--- config.mk ---
export PLATFORM = sky130hd
export DESIGN_NAME = leaky_relu_array
export DESIGN_NICKNAME = d
export VERILOG_FILES = /design/src/rtl/leaky_relu_array.sv
export SDC_FILE = /design/constraint.sdc
export NUM_CORES = 2
export LEC_CHECK = 0
export ABC_AREA = 1
export ABC_CLOCK_PERIOD_IN_PS = 7200
export CORE_UTILIZATION = 59
export CTS_CLUSTER_SIZE = 24
export DETAILED_ROUTE_END_ITERATION = 8
export PLACE_DENSITY = 0.92
export SLEW_MARGIN = 10
export SYNTH_ARGS = -nofsm -noshare
export SYNTH_HDL_FRONTEND = slang
export SYNTH_SLANG_ARGS = --single-unit
--- constraint.sdc ---
create_clock -name aclk -period 7.2 [get_ports aclk]
set_clock_uncertainty 0.1 [all_clocks]
set_input_delay 1.08 -clock aclk [delete_from_list [all_inputs] [get_ports aclk]]
set_output_delay 1.08 -clock aclk [all_outputs]
set_load 0.005 [all_outputs]
--- src/rtl/leaky_relu_array.sv ---
// Multi-lane activation pipeline (identity / ReLU / LeakyReLU / clipped ReLU), 3 stages.
// Define LEAKY_RELU_ARRAY_ROUND_EN to round the LeakyReLU product half up instead of truncating.
module leaky_relu_array #(
  parameter int LANES            = 4,
  parameter int DATA_WIDTH       = 16,
  parameter int ALPHA_WIDTH      = 16,
  parameter int INFO_ALONG_WIDTH = 2,
  parameter int SIM_DELAY        = 1
) (
  input  logic                          aclk,
  input  logic                          areset,
  input  logic [1:0]                    act_mode,
  input  logic [4:0]                    fixed_point_quat_accrc,
  input  logic [ALPHA_WIDTH-1:0]        act_param_alpha,
  input  logic [DATA_WIDTH-1:0]         act_clip_max,
  input  logic [LANES*DATA_WIDTH-1:0]   s_op_x,
  input  logic [LANES-1:0]              s_pass,
  input  logic [INFO_ALONG_WIDTH-1:0]   s_info_along,
  input  logic                          s_valid,
  output logic                          s_ready,
  output logic [LANES*DATA_WIDTH-1:0]   m_res,
  output logic [INFO_ALONG_WIDTH-1:0]   m_info_along,
  output logic                          m_valid,
  input  logic                          m_ready,
  output logic                          idle
);

  // Handshake: a beat moves on s_* when s_valid & s_ready, and on m_* when m_valid & m_ready.
  // The whole pipeline advances as one unit on en, so s_ready is en itself.

  localparam int PW = DATA_WIDTH + ALPHA_WIDTH;
  // Headroom so the rounding constant (up to 2^29) can never overflow the product.
  localparam int EW = PW + 32;
  localparam logic signed [EW-1:0] SAT_MAX = {{(EW-DATA_WIDTH+1){1'b0}}, {(DATA_WIDTH-1){1'b1}}};
  localparam logic signed [EW-1:0] SAT_MIN = {{(EW-DATA_WIDTH+1){1'b1}}, {(DATA_WIDTH-1){1'b0}}};

  if (LANES < 1 || LANES > 16 || DATA_WIDTH < 8 || DATA_WIDTH > 32 ||
      ALPHA_WIDTH < 1 || INFO_ALONG_WIDTH < 1 || SIM_DELAY < 0) begin : g_param_check
    $error("leaky_relu_array: parameter out of range");
  end

  logic                          en;

  logic                          s0_valid_q, s0_valid_d;
  logic [LANES*DATA_WIDTH-1:0]   s0_x_q, s0_x_d;
  logic [LANES-1:0]              s0_pass_q, s0_pass_d;
  logic [INFO_ALONG_WIDTH-1:0]   s0_info_q, s0_info_d;

  logic                          s1_valid_q, s1_valid_d;
  logic [LANES*DATA_WIDTH-1:0]   s1_x_q, s1_x_d;
  logic [LANES*PW-1:0]           s1_prod_q, s1_prod_d;
  logic [LANES-1:0]              s1_pass_q, s1_pass_d;
  logic [INFO_ALONG_WIDTH-1:0]   s1_info_q, s1_info_d;

  logic                          m_valid_q, m_valid_d;
  logic [LANES*DATA_WIDTH-1:0]   m_res_q, m_res_d;
  logic [INFO_ALONG_WIDTH-1:0]   m_info_q, m_info_d;

  logic [LANES*PW-1:0]           prod_c;
  logic [LANES*DATA_WIDTH-1:0]   res_c;
  logic signed [EW-1:0]          ext_v, rnd_v, sc_v;
  logic signed [DATA_WIDTH-1:0]  x_v, sat_v, lane_v;

  assign en           = !m_valid_q | m_ready;
  assign s_ready      = en;
  assign m_valid      = m_valid_q;
  assign m_res        = m_res_q;
  assign m_info_along = m_info_q;
  assign idle         = !(s0_valid_q | s1_valid_q | m_valid_q);

  always_comb begin
    s0_valid_d = s0_valid_q;
    s0_x_d     = s0_x_q;
    s0_pass_d  = s0_pass_q;
    s0_info_d  = s0_info_q;
    if (en) begin
      s0_valid_d = s_valid;
      s0_x_d     = s_op_x;
      s0_pass_d  = s_pass;
      s0_info_d  = s_info_along;
    end
  end

  always_comb begin
    prod_c = '0;
    for (int i = 0; i < LANES; i++) begin
      prod_c[i*PW +: PW] = PW'($signed(s0_x_q[i*DATA_WIDTH +: DATA_WIDTH])) *
                           PW'($signed(act_param_alpha));
    end
    s1_valid_d = s1_valid_q;
    s1_x_d     = s1_x_q;
    s1_prod_d  = s1_prod_q;
    s1_pass_d  = s1_pass_q;
    s1_info_d  = s1_info_q;
    if (en) begin
      s1_valid_d = s0_valid_q;
      s1_x_d     = s0_x_q;
      s1_prod_d  = prod_c;
      s1_pass_d  = s0_pass_q;
      s1_info_d  = s0_info_q;
    end
  end

  always_comb begin
    res_c  = '0;
    ext_v  = '0;
    rnd_v  = '0;
    sc_v   = '0;
    x_v    = '0;
    sat_v  = '0;
    lane_v = '0;
    for (int i = 0; i < LANES; i++) begin
      ext_v = EW'($signed(s1_prod_q[i*PW +: PW]));
      rnd_v = '0;
`ifdef LEAKY_RELU_ARRAY_ROUND_EN
      if (fixed_point_quat_accrc != 5'd0) rnd_v[fixed_point_quat_accrc - 5'd1] = 1'b1;
`endif
      sc_v = (ext_v + rnd_v) >>> fixed_point_quat_accrc;
      if (sc_v > SAT_MAX)      sat_v = {1'b0, {(DATA_WIDTH-1){1'b1}}};
      else if (sc_v < SAT_MIN) sat_v = {1'b1, {(DATA_WIDTH-1){1'b0}}};
      else                     sat_v = sc_v[DATA_WIDTH-1:0];

      x_v = $signed(s1_x_q[i*DATA_WIDTH +: DATA_WIDTH]);
      if (s1_pass_q[i]) begin
        lane_v = x_v;
      end else if (!x_v[DATA_WIDTH-1]) begin
        lane_v = (act_mode == 2'b11 && x_v > $signed(act_clip_max)) ? $signed(act_clip_max) : x_v;
      end else begin
        case (act_mode)
          2'b00:   lane_v = x_v;
          2'b10:   lane_v = sat_v;
          default: lane_v = '0;
        endcase
      end
      res_c[i*DATA_WIDTH +: DATA_WIDTH] = lane_v;
    end

    m_valid_d = m_valid_q;
    m_res_d   = m_res_q;
    m_info_d  = m_info_q;
    if (en) begin
      m_valid_d = s1_valid_q;
      m_res_d   = res_c;
      m_info_d  = s1_info_q;
    end
  end

  always_ff @(posedge aclk) begin
    if (areset) begin
      s0_valid_q <= 1'b0;
      s0_x_q     <= '0;
      s0_pass_q  <= '0;
      s0_info_q  <= '0;
      s1_valid_q <= 1'b0;
      s1_x_q     <= '0;
      s1_prod_q  <= '0;
      s1_pass_q  <= '0;
      s1_info_q  <= '0;
      m_valid_q  <= 1'b0;
      m_res_q    <= '0;
      m_info_q   <= '0;
    end else begin
      s0_valid_q <= s0_valid_d;
      s0_x_q     <= s0_x_d;
      s0_pass_q  <= s0_pass_d;
      s0_info_q  <= s0_info_d;
      s1_valid_q <= s1_valid_d;
      s1_x_q     <= s1_x_d;
      s1_prod_q  <= s1_prod_d;
      s1_pass_q  <= s1_pass_d;
      s1_info_q  <= s1_info_d;
      m_valid_q  <= m_valid_d;
      m_res_q    <= m_res_d;
      m_info_q   <= m_info_d;
    end
  end

endmodule

# Word-level counts from Yosys, hierarchy flattened
# Cells that the tools add are included.
[totals] reg_bits=337 in_bits=113 out_inout_bits=69 elab_cells=68
[op_classes] multipliers=4 n_lt_le_gt_ge=12 eq_ne=2 n_shift=4 n_mux=24 bitwise=3 n_reduce_logical=7
[op_table] cell="16-bit 2-to-1 mux" n=20
[op_table] cell="64-bit by 16-bit > comparator with 1-bit output, second input constant" n=4
[op_table] cell="64-bit by 16-bit less-than comparator with 1-bit output, second input constant" n=4
[op_table] cell="32-bit by 5-bit >>> shifter with 64-bit output" n=4
[op_table] cell="16-bit by 16-bit multiplier with 32-bit output" n=4
[op_table] cell="16-bit case mux with 2 select lines" n=4
[op_table] cell="16-bit > comparator" n=4
[op_table] cell="2-bit equality test, second input constant" n=2
[op_table] cell="1-bit logical AND" n=4
[op_table] cell="1-bit bitwise OR" n=3
[op_table] cell="1-bit zero test" n=2
[op_table] cell="2-bit zero test" n=1

# Depth between registers and ports, before layout
[depth] ltp_word=7 depth_mapped=31 ltp_nobuf=29

# Worst setup path after synthesis
# OpenSTA, ideal clock, no wires.
[synth_timing] path_kind="in2reg" start="in act_param_alpha[5]" end="reg s1_prod_q[29]" setup_time_ps=58 arrival_time_ps=6932 t_required_ps=7042 slack_ps=110 stages=25 n_path_buf=2 cell_sequence="clkbuf_1 buf_1 nand2_1 fa_1 inv_1 fa_1 fa_1 fa_1 fa_1 inv_1 fa_1 inv_1 ha_1 nand2_1 nor4_1 nand3_1 nand3_1 nand3_1 nand2_1 nand2_1 a21oi_1 nor2_1 nand2_1 o211ai_1 inv_1"
[synth_via] elab_chain_len=1
[synth_rtl] item="from (decl)" line_no="14" rtl="input logic [ALPHA_WIDTH-1:0] act_param_alpha,"
[synth_rtl] item="16-bit by 16-bit multiplier with 32-bit output" line_no="87" rtl="prod_c[i*PW +: PW] = PW'($signed(s0_x_q[i*DATA_WIDTH +: DATA_WIDTH])) *"
[synth_rtl] item="to (signal assigned)" line_no="169" rtl="s1_prod_q <= s1_prod_d;"
[synth_rtl] item="to (decl)" line_no="51" rtl="logic [LANES*PW-1:0] s1_prod_q, s1_prod_d;"
# Every way passes these cells.
# A chain may end at the register's enable or synchronous reset.

# Worst setup path after layout
[layout_timing] start="in act_param_alpha[5]" end="reg s1_prod_q[60]"
# Same word-level chain as after synthesis.

==> results.json <==
{
  "ys_types": 57,
  "via_count": 61101,
  "cpMostUsedCell": "inv_1",
  "ant_nets": 0,
  "period_share": 0.961,
  "cts_tree": "yes",
  "fin_ws_ns": 0.280,
  "drt_wl_total_um": 209000,
  "relSlewSlack": 0.157,
  "postCtsSetupBuffers": 0,
  "ios": 182,
  "yosys.cell_count.top_type": "nand2_1",
  "cts_buffers": 42,
  "cts_hold_buffers": 0,
  "hold_path_class": "reg -> reg",
  "cts.clk_slew.worst_paths_ns": 0.07,
  "report.final.slew_viol_count": 0,
  "grt_use_total": 0.389,
  "yosysWarningCount": 0,
  "async_flop_share": 0,
  "antenna_found_initial": 12,
  "place_ws_ns": -0.298,
  "cts_sinks": 337,
  "clockRootBuffer": "clkbuf_16",
  "syn2layout_area_growth_pct": 10.2,
  "timing.fmax_mhz": 145,
  "synth_cells": 9064,
  "die_y_um": 331,
  "synth_ff_type": "dfxtp_1",
  "grt_start_max_net_pins": 202,
  "slowest_stage": "fa_1",
  "cpPeakStageDelay_ns": 0.59,
  "crit_path_start_kind": "input port",
  "nNetsFinal": 10771,
  "syn_nets": 10617,
  "syn_avg_cell_area_um2": 7.05,
  "drt_iter0_markers": 6619,
  "start_util": 0.596,
  "clk_latency_ns": 0.63,
  "ir_drop_uv": 539,
  "yosysTopAreaCellShare": 0.328,
  "powerDensity_nw_per_um2": 472,
  "htreeDepth": 2,
  "io_buffers": 181,
  "rows": 120,
  "status": "complete, no violations",
  "grt-ovfl-total": 0,
  "grt_pass1_vias": 62666,
  "cp.arrival_ns": 7.33,
  "period_minus_slack_ns": 6.92,
  "first_pass_iters": 9,
  "die_area_um2": 110000,
  "synth-seq-cells": 337,
  "synth_edf_count": 0,
  "wire_per_inst_um": 19.6,
  "setup_viol": 0,
  "dp_hpwl_um": 166000,
  "hold_violations": 0,
  "grt_pass1_wl_um": 332000,
  "path_max_fanout": 14,
  "gp_congestion": 0.996,
  "yosys-top-cells-area": "fa_1, nand2_1, inv_1",
  "coreArea_um2": 107000,
  "crit_required_ns": 7.61,
  "rsz0062_at_grt": "false",
  "drive_gt1_frac": 0.0639,
  "post_dp_cell_area_um2": 69000,
  "maxCapViolCount": 0,
  "drcViolationCount": 0,
  "vias_per_cell": 5.73,
  "clk_path_buf_depth": 3,
  "netlist_top_cells_count": "nand2_1, inv_1, fa_1, o21ai_0, nor2_1",
  "yosys.area.top_type": "fa_1",
  "post-route-cell-area_um2": 70400,
  "p_leak_uw": 0.0401,
  "setup_tns_ns": 0,
  "syn_area_um2": 63900,
  "critPathKind": "in -> reg",
  "end_kind": "flip-flop",
  "die_w_um": 331,
  "worstMarginPinSlew_ns": 1.26,
  "seq_area_frac_synth": 0.106
}
worst max-delay path: cells and delay by family:
family,cells,cell delay [ns]
adder cells (fa/ha/maj),7,3.50
buffers and inverters,10,1.15
AO/OA/AOI/OAI,5,0.89
AND/OR/NAND/NOR,8,0.68
final timing paths:
kind | from | end | slack (ns) | cells past startpoint
min reg2reg | s1_prod_q[32] | s1_prod_q[32] | 0.37 | 2
max reg2reg | s0_x_q[20] | s1_prod_q[60] | 0.31 | 28
min | s1_prod_q[32] | s1_prod_q[32] | 0.37 | 2
max | act_param_alpha[5] | s1_prod_q[60] | 0.28 | 30
layout make-up:
type	count	area, µm²
clock inverter	17	183
multi-input combinational	6081	47000
inverter	2131	8020
antenna	4	10.0
tap	1403	1760
clock buffer	60	1250
fill	8794	36800
sequential	337	6750
timing repair buffer	625	5410
report_power, final:
| group | total, µW | switching, µW | internal, µW | leakage (µW) |
|---|---|---|---|---|
| Sequential | 2790 | 469 | 2320 | 0.00279 |
| Combinational | 28200 | 15800 | 12500 | 0.0366 |
| Clock | 2250 | 988 | 1260 | 0.000694 |
| Total | 33300 | 17200 | 16000 | 0.0401 |
routing by layer:
| metal | share of wire | global-route usage | wire length, µm | up-vias |
|---|---|---|---|---|
| li1 | - | - | - | 27463 |
| met1 | 0.36 | 0.474 | 75200 | 28979 |
| met3 | 0.13 | 0.113 | 26700 | 1035 |
| met2 | 0.44 | 0.612 | 92500 | 3604 |
| met4 | 0.071 | 0.230 | 14900 | 20 |
| met5 | 0.00062 | 0 | 129 | - |
placed cells by master (no fill, tap or decap), types with 24 or more instances in the layout:
cell type	synthesis	final
clkbuf_16	0	42
nand4_1	40	40
fa_1	1048	1048
a21oi_1	426	426
o21bai_1	63	63
inv_1	2120	2117
clkdlybuf4s50_1	0	161
buf_12	1	28
xor2_1	49	49
o21ai_0	540	540
nand3_1	456	456
nand2_1	2181	2181
dfxtp_1	337	337
buf_4	16	419
xnor2_1	55	55
ha_1	392	392
nor2_1	526	523
or2_2	24	24
o211ai_1	100	100
cell families (layout without fill, tap and decap cells):
group	count (synthesis)	in the layout	synth area share
AO/OA/AOI/OAI	1240	1240	0.107
XOR/XNOR	104	104	0.0143
adder cells (fa/ha/maj)	1440	1440	0.405
buffers and inverters	2646	2833	0.159
flip-flops	337	337	0.106
multiplexers	20	20	0.00313
other	0	4	0
AND/OR/NAND/NOR	3277	3277	0.206
state kept, by name, indices dropped and copies added (netlist names):
register / flops
s1_x_q: 64
s0_info_q: 2
s1_info_q: 2
s0_pass_q: 4
s0_valid_q: 1
s1_prod_q: 128
m_valid: 1
s0_x_q: 64
s1_pass_q: 4
m_res: 64
m_info_along: 2
s1_valid_q: 1
what timing repair did:
| action | 4_1_cts | 5_1_grt |
|---|---|---|
| gates resized for setup | 0 | 2 |
| endpoints found under the hold margin | 0 | 0 |
| setup endpoints to repair | 0 | 1 |
per-stage QoR:
stage | instances | util | power [µW] | hold slack [ns]
2_1_floorplan | 9064 | - | 20100 | 0.339
6_report | 10658 | 0.657 | 33300 | 0.370
3_5_place_dp | 10577 | 0.643 | 30500 | 0.363
4_1_cts | 10654 | 0.657 | 33000 | 0.373
5_1_grt | 10654 | 0.657 | 37000 | 0.391
3_3_place_gp | 10577 | 0.643 | 29700 | 0.355
(Power assumes the default switching activity.)
